File: src/rtl/minmax_pkg.sv
// -----------------------------------------------------------------------------
// minmax_pkg
// Shared types and widths for the minmax_seq frame min/max tracker.
//   WORD_W  : width of one operand word
//   CNT_W   : width of the frame word counter and index fields
//   state_t : controller state encoding
// -----------------------------------------------------------------------------
package minmax_pkg;

    localparam int WORD_W = 4;
    localparam int CNT_W  = 4;

    typedef enum logic [1:0] {
        S_IDLE,
        S_CMP_MAX,
        S_CMP_MIN,
        S_DONE
    } state_t;

endpackage : minmax_pkg

File: src/rtl/cmp4.sv
// -----------------------------------------------------------------------------
// cmp4
// Combinational unsigned magnitude comparator.
//   a, b : operands (WORD_W bits)
//   gt   : a >  b
//   eq   : a == b
//   lt   : a <  b
// -----------------------------------------------------------------------------
module cmp4
    import minmax_pkg::*;
(
    input  logic [WORD_W-1:0] a,
    input  logic [WORD_W-1:0] b,
    output logic              gt,
    output logic              eq,
    output logic              lt
);

    assign gt = (a > b);
    assign eq = (a == b);
    assign lt = (a < b);

endmodule : cmp4

File: src/rtl/minmax_seq.sv
// -----------------------------------------------------------------------------
// minmax_seq
// Accepts a frame of 4-bit unsigned words over a valid/ready stream and
// reports the frame maximum, minimum and word count. A single comparator is
// time-shared: every word after the first spends one cycle against max and
// one against min. A frame closes on in_last, or is force-closed once
// MAX_WORDS words have been taken (out_trunc=1).
//
// Parameter
//   MAX_WORDS   : forced frame length, 1..15
// Ports
//   clk, rst_n  : clock, asynchronous active-low reset
//   in_valid    : in_data/in_last valid
//   in_ready    : a word is accepted this cycle (only while idle)
//   in_data     : operand word
//   in_last     : last word of its frame
//   out_valid   : result valid, held until out_ready
//   out_ready   : consumer takes the result
//   out_max     : frame maximum
//   out_min     : frame minimum
//   out_count   : words in the frame
//   out_trunc   : frame ended by MAX_WORDS rather than in_last
// Optional (macro MINMAX_IDX_EN)
//   out_max_idx : 0-based position of the first occurrence of the maximum
//   out_min_idx : 0-based position of the first occurrence of the minimum
// -----------------------------------------------------------------------------
module minmax_seq
    import minmax_pkg::*;
#(
    parameter int MAX_WORDS = 15
)
(
    input  logic              clk,
    input  logic              rst_n,
    input  logic              in_valid,
    output logic              in_ready,
    input  logic [WORD_W-1:0] in_data,
    input  logic              in_last,
    output logic              out_valid,
    input  logic              out_ready,
    output logic [WORD_W-1:0] out_max,
    output logic [WORD_W-1:0] out_min,
    output logic [CNT_W-1:0]  out_count,
    output logic              out_trunc
`ifdef MINMAX_IDX_EN
    ,
    output logic [CNT_W-1:0]  out_max_idx,
    output logic [CNT_W-1:0]  out_min_idx
`endif
);

    state_t            state;
    logic [WORD_W-1:0] hold;        // word waiting for its two comparisons
    logic              first_word;  // 1: the next accepted word opens a frame
    logic              frame_end;   // frame closed; result due after compares
`ifdef MINMAX_IDX_EN
    logic [CNT_W-1:0]  hold_idx;    // frame position of the held word
`endif

    logic              accept;
    logic [CNT_W-1:0]  cnt_next;
    logic              at_limit;
    logic              end_now;
    logic [WORD_W-1:0] cmp_b;
    logic              gt;
    logic              eq;
    logic              lt;
    logic              take;

    assign accept   = in_valid && in_ready;
    assign cnt_next = first_word ? CNT_W'(1) : out_count + CNT_W'(1);
    assign at_limit = (cnt_next == CNT_W'(MAX_WORDS));
    assign end_now  = in_last || at_limit;

    // The one comparator always sees the held word against the extreme that
    // the current state is refining.
    assign cmp_b = (state == S_CMP_MIN) ? out_min : out_max;

    cmp4 u_cmp (
        .a  (hold),
        .b  (cmp_b),
        .gt (gt),
        .eq (eq),
        .lt (lt)
    );

    // Equal values never replace an extreme, so ties keep the earlier word.
    assign take = eq ? 1'b0 : ((state == S_CMP_MAX) ? gt : lt);

    // NOTE: all state below uses non-blocking assignments so every register
    // samples the pre-edge values; blocking here would create order-dependent
    // simulation and mismatch the synthesized flops.
    always_ff @(posedge clk or negedge rst_n) begin
        if (!rst_n) begin
            state       <= S_IDLE;
            in_ready    <= 1'b0;
            out_valid   <= 1'b0;
            out_max     <= '0;
            out_min     <= '0;
            out_count   <= '0;
            out_trunc   <= 1'b0;
            hold        <= '0;
            first_word  <= 1'b1;
            frame_end   <= 1'b0;
`ifdef MINMAX_IDX_EN
            out_max_idx <= '0;
            out_min_idx <= '0;
            hold_idx    <= '0;
`endif
        end else begin
            case (state)
                S_IDLE: begin
                    in_ready <= 1'b1;
                    if (accept) begin
                        out_count <= cnt_next;
                        out_trunc <= at_limit && !in_last;
                        frame_end <= end_now;
                        if (first_word) begin
                            out_max    <= in_data;
                            out_min    <= in_data;
                            first_word <= 1'b0;
`ifdef MINMAX_IDX_EN
                            out_max_idx <= '0;
                            out_min_idx <= '0;
`endif
                            if (end_now) begin
                                state     <= S_DONE;
                                out_valid <= 1'b1;
                                in_ready  <= 1'b0;
                            end
                        end else begin
                            hold     <= in_data;
`ifdef MINMAX_IDX_EN
                            hold_idx <= out_count;
`endif
                            state    <= S_CMP_MAX;
                            in_ready <= 1'b0;
                        end
                    end
                end

                S_CMP_MAX: begin
                    if (take) begin
                        out_max     <= hold;
`ifdef MINMAX_IDX_EN
                        out_max_idx <= hold_idx;
`endif
                    end
                    state <= S_CMP_MIN;
                end

                S_CMP_MIN: begin
                    if (take) begin
                        out_min     <= hold;
`ifdef MINMAX_IDX_EN
                        out_min_idx <= hold_idx;
`endif
                    end
                    if (frame_end) begin
                        state     <= S_DONE;
                        out_valid <= 1'b1;
                    end else begin
                        state    <= S_IDLE;
                        in_ready <= 1'b1;
                    end
                end

                S_DONE: begin
                    if (out_ready) begin
                        state      <= S_IDLE;
                        out_valid  <= 1'b0;
                        in_ready   <= 1'b1;
                        first_word <= 1'b1;
                        frame_end  <= 1'b0;
                    end
                end

                default: begin
                    state <= S_IDLE;
                end
            endcase
        end
    end

endmodule : minmax_seq

File: config.mk
export PLATFORM = sky130hd
export DESIGN_NAME = minmax_seq
export DESIGN_NICKNAME = d
export VERILOG_FILES = /design/src/rtl/minmax_pkg.sv /design/src/rtl/cmp4.sv /design/src/rtl/minmax_seq.sv
export SDC_FILE = /design/constraint.sdc
export NUM_CORES = 1
export LEC_CHECK = 0
export BUFFER_PORTS_ARGS = -buffer_cell sky130_fd_sc_hd__buf_2
export CAP_MARGIN = 20
export CORE_UTILIZATION = 54
export CTS_CLUSTER_SIZE = 40
export DETAILED_ROUTE_END_ITERATION = 6
export PLACE_DENSITY = 0.78
export SLEW_MARGIN = 40
export SYNTH_ARGS = -nofsm -noshare
export SYNTH_HDL_FRONTEND = slang
export SYNTH_SLANG_ARGS = --single-unit
File: constraint.sdc
create_clock -name clk -period 2.9 [get_ports clk]
set_clock_uncertainty 0.15 [all_clocks]
set_input_delay 0.58 -clock clk [delete_from_list [all_inputs] [get_ports clk]]
set_output_delay 0.58 -clock clk [all_outputs]
set_load 0.02 [all_outputs]
## After elaboration in Yosys (flattened, before gate mapping)

Cells that the tools add are included.

| operators by class | value |
|---|---|
| muxes and demuxes | 31 |
| add/sub/neg operators | 1 |
| reductions and logical operators | 17 |
| magnitude comparators | 2 |
| equality and inequality tests | 14 |
| bitwise gates (word level) | 1 |

Operators by type and width:

| cell | number |
|---|---|
| 4-bit two-way mux | 5 |
| 2-bit != test (second input constant) | 8 |
| 4-bit one-hot mux with 2 select lines | 2 |
| 1-bit two-way mux | 14 |
| 3-bit AND reduction | 4 |
| 2-bit two-way mux | 5 |
| 2-bit one-hot mux with 4 select lines | 1 |
| 4-bit AND reduction | 2 |
| 1-bit one-hot mux with 3 select lines | 2 |
| 6-bit AND reduction | 1 |
| 2-bit nonzero test | 3 |
| 4-bit by 1-bit adder with 4-bit output (second input constant) | 1 |
| 2-bit equality test (second input constant) | 2 |
| 4-bit equality test | 1 |
| 4-bit equality test (second input constant) | 1 |
| 4-bit greater-than comparator | 1 |
| 4-bit < comparator | 1 |
| 1-bit one-hot mux with 2 select lines | 2 |
| 3-bit != test (second input constant) | 1 |
| 3-bit nonzero test | 1 |
| 2-bit by 1-bit equality test with 1-bit output (second input constant) | 1 |
| 1-bit logical AND | 2 |
| 2-bit logical NOT | 1 |
| 2-bit AND reduction | 1 |
| other kinds (3) | 3 |

| word-level totals | value |
|---|---|
| output and inout bits | 15 |
| word-level logic and storage cells | 76 |
| register bits | 23 |
| input bits | 9 |

## Longest topological paths before layout

| logic depth | value |
|---|---|
| word-level depth | 8 |
| depth in mapped cells | 10 |
| depth with buffers taken out | 8 |

## Hierarchy

A second synthesis with hierarchy kept.

| second synthesis, totals | value |
|---|---|
| cell total of the unflattened synthesis | 116 |
| area total of the unflattened synthesis | 1331.3 sq um |

Modules (own cells, without submodules):

| module | area an instance (sq um) | instances | cells each | sequential area each (sq um) |
|---|---|---|---|---|
| minmax_seq | 1202.4 | 1 | 100 | 576.8 |
| cmp4 | 128.9 | 1 | 16 | 0.0 |

## Worst setup path before layout

No wires, ideal clock.

| timing | value |
|---|---|
| path type | register -> register |
| from | reg state[1] |
| to | reg out_min[0] |
| period minus slack after synthesis | 2374 ps |
| data required time | 2625 ps |
| slack | 526 ps |
| stages on the path, launching flop included | 11 |
| arrival | 2099 ps |
| path through | dfrtp_1 -> buf_6 -> nor2b_4 -> buf_6 -> mux2_2 -> ha_1 -> inv_1 -> a21oi_1 -> o21ai_1 -> o22a_4 -> mux2_4 |

| on the way | value |
|---|---|
| cells in the longest elaborated chain, start to end | 7 |
| elaborated cells between the ends (all ways) | 15 |

Ends and longest elaborated chain:

| item | RTL line | RTL |
|---|---|---|
| start, declared | minmax_seq.sv:52 | `state_t state;` |
| start signal, assigned | minmax_seq.sv:95 | `state <= S_IDLE;` |
| start signal, assigned | minmax_seq.sv:127 | `state <= S_DONE;` |
| start signal, assigned | minmax_seq.sv:136 | `state <= S_CMP_MAX;` |
| 2-bit equality test | minmax_seq.sv:77, minmax_seq.sv:111 |  |
| 4-bit two-way mux | minmax_seq.sv:77 | `assign cmp_b = (state == S_CMP_MIN) ? out_min : out_max;` |
| 4-bit < comparator or 4-bit greater-than comparator (tied branches) | cmp4.sv:21, cmp4.sv:19 |  |
| 1-bit two-way mux (2 in series) | minmax_seq.sv:88 | `assign take = eq ? 1'b0 : ((state == S_CMP_MAX) ? gt : lt);` |
| 2-bit != test (no line) | n/a |  |
| 4-bit AND reduction (no line) | n/a |  |
| end signal, assigned | minmax_seq.sv:120 | `out_min <= in_data;` |
| end signal, assigned | minmax_seq.sv:154 | `out_min <= hold;` |
| end, declared | minmax_seq.sv:42 | `output logic [WORD_W-1:0] out_min,` |

Several ways; a longest one is shown, not always the timed one.
A chain may end at the register's enable or synchronous reset.

## Worst setup path after layout

| timing | value |
|---|---|
| from | reg state[0] |
| to | reg out_min[0] |

The elaborated chain is that of the path after synthesis.

==> impl_results.html <==
<table>
<tr><th>Metric</th><th>Value</th></tr>
<tr><th colspan="2">Floorplanning</th></tr>
<tr><td>DIE HEIGHT</td><td>a little over 50 µm</td></tr>
<tr><td>Die area</td><td>around 2700 µm²</td></tr>
<tr><td>Io pins</td><td>24</td></tr>
<tr><td>Num rows</td><td>17</td></tr>
<tr><td>Area of the placeable core</td><td>around 2300 µm²</td></tr>
<tr><td>Horizontal extent of the die</td><td>51.5 µm</td></tr>
<tr><td>Initial core utilization</td><td>about three fifths</td></tr>
<tr><th colspan="2">Logic synthesis</th></tr>
<tr><td>Most instantiated cells after synthesis</td><td>22 x sky130_fd_sc_hd__dfrtp_1, 16 x sky130_fd_sc_hd__mux2_2, 11 x sky130_fd_sc_hd__nand2_1, 7 x sky130_fd_sc_hd__a21oi_1, 6 x sky130_fd_sc_hd__o21ai_0</td></tr>
<tr><td>Post-synthesis net count</td><td>127</td></tr>
<tr><td>Yosys synthesis warning count</td><td>0</td></tr>
<tr><td>#FFs+latches synth</td><td>23</td></tr>
<tr><td>Area share of the largest cell type after synthesis</td><td>between 40% and 50%</td></tr>
<tr><td>Largest area contributor in the synthesized netlist</td><td>sky130_fd_sc_hd__dfrtp_1</td></tr>
<tr><td>Proportion of synthesized flip-flops having asynchronous set or reset</td><td>100%</td></tr>
<tr><td>Number of distinct library cells after synthesis</td><td>35</td></tr>
<tr><td>Cell with the most instances after synthesis</td><td>sky130_fd_sc_hd__dfrtp_1</td></tr>
<tr><td>Number of flops mapped to enable cells by yosys</td><td>0</td></tr>
<tr><td>Most frequently used flop master after synthesis</td><td>sky130_fd_sc_hd__dfrtp_1</td></tr>
<tr><td>Post-Syn Area</td><td>roughly 1300 µm²</td></tr>
<tr><td>Post-Syn Instances</td><td>between 100 and 150</td></tr>
<tr><td>Top cells by area, synth</td><td>sky130_fd_sc_hd__dfrtp_1 42%, sky130_fd_sc_hd__mux2_2 14%, sky130_fd_sc_hd__ha_1 4.7%</td></tr>
<tr><td>Sequential-to-total area share from yosys stat</td><td>a little over two fifths</td></tr>
<tr><td>Mean post-synth cell area</td><td>11.7 µm²</td></tr>
<tr><th colspan="2">CTS</th></tr>
<tr><td>TritonCTS clock tree</td><td>built</td></tr>
<tr><td>Clock latency of the later-clocked register in the worst-skew pair</td><td>310 ps</td></tr>
<tr><td>H-tree levels</td><td>1</td></tr>
<tr><td>Count of hold buffers inserted by post-cts repair</td><td>0</td></tr>
<tr><td>Buffer cell driving the clock tree root</td><td>sky130_fd_sc_hd__clkbuf_4</td></tr>
<tr><td>Sink count of the clock tree</td><td>23</td></tr>
<tr><td>Buffer levels on the longest clock path</td><td>2</td></tr>
<tr><td>Clock-pin slew of the registers on the worst-case setup and hold paths</td><td>130 ps</td></tr>
<tr><td>PostCTS Resize Cnt</td><td>0</td></tr>
<tr><td>TritonCTS buffer count</td><td>3</td></tr>
<tr><td>Setup Fix Bufs, Post-CTS</td><td>0</td></tr>
<tr><th colspan="2">Critical path</th></tr>
<tr><td>Worst-path fanout max</td><td>10</td></tr>
<tr><td>Type of element capturing the critical path</td><td>flop</td></tr>
<tr><td>Startpoint Class</td><td>flop</td></tr>
<tr><td>Required time of the critical path</td><td>2960 ps</td></tr>
<tr><td>Worst setup path category</td><td>reg -&gt; reg</td></tr>
<tr><td>Reg-to-reg slack, setup</td><td>roughly 270 ps</td></tr>
<tr><td>Data arrival time of the critical path</td><td>roughly 2700 ps</td></tr>
<tr><th colspan="2">Routing</th></tr>
<tr><td>First-pass iteration count of the detailed router</td><td>4</td></tr>
<tr><td>Average wire per standard cell</td><td>14.8 µm</td></tr>
<tr><td>Via count of the routed design</td><td>approximately 960</td></tr>
<tr><td>Detailed-route wire length</td><td>about 2400 µm</td></tr>
<tr><td>Antenna Violating Nets Remaining</td><td>0</td></tr>
<tr><td>Number of violations reported at the end of detailed-routing iteration 0</td><td>12</td></tr>
<tr><td>DRC violation count after routing</td><td>0</td></tr>
<tr><td>Via density per instance</td><td>roughly 5.8</td></tr>
<tr><th colspan="2">Timing</th></tr>
<tr><td>Headroom to the max-slew limit</td><td>roughly two thirds</td></tr>
<tr><td>Final critical-path share of the clock period</td><td>around nine tenths</td></tr>
<tr><td>Min cycle time layout</td><td>roughly 2600 ps</td></tr>
<tr><td>Max Slew Vio Count</td><td>0</td></tr>
<tr><td>Worst Max-Slew Pin Slew</td><td>~530 ps</td></tr>
<tr><td>Setup_tns</td><td>0 ps</td></tr>
<tr><td>Setup repair after global routing missed its margin</td><td>false</td></tr>
<tr><td>Highest clock rate</td><td>~380 MHz</td></tr>
<tr><td>Final-report setup violation count</td><td>0</td></tr>
<tr><td>Slack of the critical path</td><td>265 ps</td></tr>
<tr><td>Number of endpoints with negative hold slack in the final report</td><td>0</td></tr>
<tr><th colspan="2">Finish</th></tr>
<tr><td>NumNets Final</td><td>about 150</td></tr>
<tr><td>Proportion of layout cells with a drive suffix above 1</td><td>between 40% and 50%</td></tr>
<tr><td>Layout overhead on the synthesized area</td><td>12.0%</td></tr>
<tr><td>Cell Count, Final, Fillers Out</td><td>between 150 and 200</td></tr>
<tr><td>Number of inserted diodes</td><td>0</td></tr>
<tr><th colspan="2">Power</th></tr>
<tr><td>VDD IR-drop max</td><td>between 0.7 and 0.8 mV</td></tr>
<tr><td>Pwr per Cell Area</td><td>roughly 1300 nW/µm²</td></tr>
<tr><td>Static Leakage</td><td>about 0.67 nW</td></tr>
<tr><th colspan="2">Placed design</th></tr>
<tr><td>Setup slack after placement</td><td>between 300 and 400 ps</td></tr>
<tr><td>Number of placed instances, taps included</td><td>~160</td></tr>
<tr><td>Post-detail-place hpwl</td><td>~1900 µm</td></tr>
<tr><td>Count of input and output buffers</td><td>23</td></tr>
<tr><td>Final weighted congestion in routability-driven placement</td><td>slightly above 0.8</td></tr>
<tr><th colspan="2">Min path</th></tr>
<tr><td>Worst hold-check path type</td><td>in -&gt; async</td></tr>
<tr><th colspan="2">Job</th></tr>
<tr><td>Number of maximum-capacitance violations</td><td>0</td></tr>
<tr><th colspan="2">Global routing</th></tr>
<tr><td>Global-route usage over all layers</td><td>approximately 21%</td></tr>
<tr><td>Remaining global-route overflow</td><td>0</td></tr>
<tr><td>Largest net degree at the start of global routing</td><td>24</td></tr>
<tr><td>Number of global-route vias before repair</td><td>925</td></tr>
<tr><td>Wire length of the first global-routing pass</td><td>around 4100 µm</td></tr>
<tr><td>Antenna violations before repair</td><td>0</td></tr>
<tr><th colspan="2">Run status</th></tr>
<tr><td>Result of the run</td><td>completed</td></tr>
</table>
## through the flow
stage | total power [mW] | util, % | hold slack [ps] | cell area (µm²)
after floorplan | 1.53 | - | 134 | 1320
after global placement | 1.74 | 64.5 | 312 | 1450
after detailed placement | 1.79 | 64.5 | 341 | 1450
after CTS | 1.95 | 65.7 | 74.5 | 1480
after global routing | 2.06 | 65.7 | 111 | 1480
final | 1.93 | 65.7 | 78.3 | 1480
## path summary, 6_finish.rpt
path | from | cells past startpoint | to
setup reg to reg | state[0] | 8 | out_min[0]
hold / removal | rst_n | 1 | frame_end
hold reg to reg | out_trunc | 2 | out_trunc
min in group clk | in_data[0] | 3 | hold[0]
setup / recovery | state[0] | 8 | out_min[0]
max in group asynchronous | rst_n | 1 | first_word
## metal layers
layer / up-vias / wire length [µm] / global-route usage, % / share of wire, %
li1: 465 / - / - / -
met2: 25 / 1270 / 35.7 / 52
met3: 6 / 71 / 2.63 / 2.9
met4: 0 / 38 / 8.56 / 1.6
met1: 459 / 1070 / 26.3 / 44
met5: - / 0 / 0 / 0
## cells by family (layout without fill, tap and decap cells)
group                      after synthesis  after routing  share of synthesized area, %
and+or+nand+nor                         29             29                          13.1
muxes                                   24             24                          21.3
AOI/OAI and AO/OA                       23             23                          13.2
DFF                                     23             23                          43.6
buffers and inverters                    8             33                          3.41
adders and majority gates                5              5                          4.73
xor gates and xnor gates                 1              1                         0.662
## power by group
part	internal [mW]	switching, mW	leakage (nW)
clock	0.0515	0.0965	0.0177
combinational	0.543	0.603	0.382
sequential	0.483	0.153	0.267
total	1.08	0.852	0.666
## cell usage in the layout (no fill, tap or decap), types with 2 or more instances in the layout
| cell | synthesis | layout |
|---|---|---|
| sky130_fd_sc_hd__dfrtp_1 | 22 | 22 |
| sky130_fd_sc_hd__nand3_1 | 2 | 2 |
| sky130_fd_sc_hd__nor3_1 | 2 | 2 |
| sky130_fd_sc_hd__clkbuf_4 | 0 | 3 |
| sky130_fd_sc_hd__nand2_1 | 11 | 11 |
| sky130_fd_sc_hd__a21oi_1 | 7 | 7 |
| sky130_fd_sc_hd__nand4_1 | 2 | 2 |
| sky130_fd_sc_hd__o21ai_0 | 6 | 6 |
| sky130_fd_sc_hd__inv_1 | 5 | 5 |
| sky130_fd_sc_hd__buf_2 | 0 | 23 |
| sky130_fd_sc_hd__nor2_1 | 3 | 3 |
| sky130_fd_sc_hd__mux2_2 | 16 | 16 |
| sky130_fd_sc_hd__mux2_4 | 4 | 4 |
| sky130_fd_sc_hd__mux2i_1 | 3 | 3 |
| sky130_fd_sc_hd__ha_1 | 5 | 5 |
| sky130_fd_sc_hd__nor2_2 | 3 | 3 |
## layout make-up
class / instances / area, µm²
Tap cell: 28 / 35.0
Inverter: 5 / 18.8
Clock buffer: 3 / 22.5
Sequential cell: 23 / 577
Timing Repair Buffer: 24 / 123
Clock inverter: 1 / 5.00
Fill cell: 193 / 773
Multi-Input combinational cell: 82 / 701
## registers in the layout, summed over array words and instances (netlist names)
register,flops
first_word,1
frame_end,1
hold,4
in_ready,1
out_count,4
out_max,4
out_min,4
out_trunc,1
out_valid,1
state,2
## worst max-delay path: stages (launching register included)
cell,delay (ps)
sky130_fd_sc_hd__dfrtp_1,490
sky130_fd_sc_hd__nor2b_4,320
sky130_fd_sc_hd__mux2_2,390
sky130_fd_sc_hd__ha_1,190
sky130_fd_sc_hd__inv_1,50
sky130_fd_sc_hd__a21oi_1,70
sky130_fd_sc_hd__o21ai_1,290
sky130_fd_sc_hd__o22a_4,260
sky130_fd_sc_hd__mux2_4,310
No activity file was read; power rests on OpenSTA's default activity.
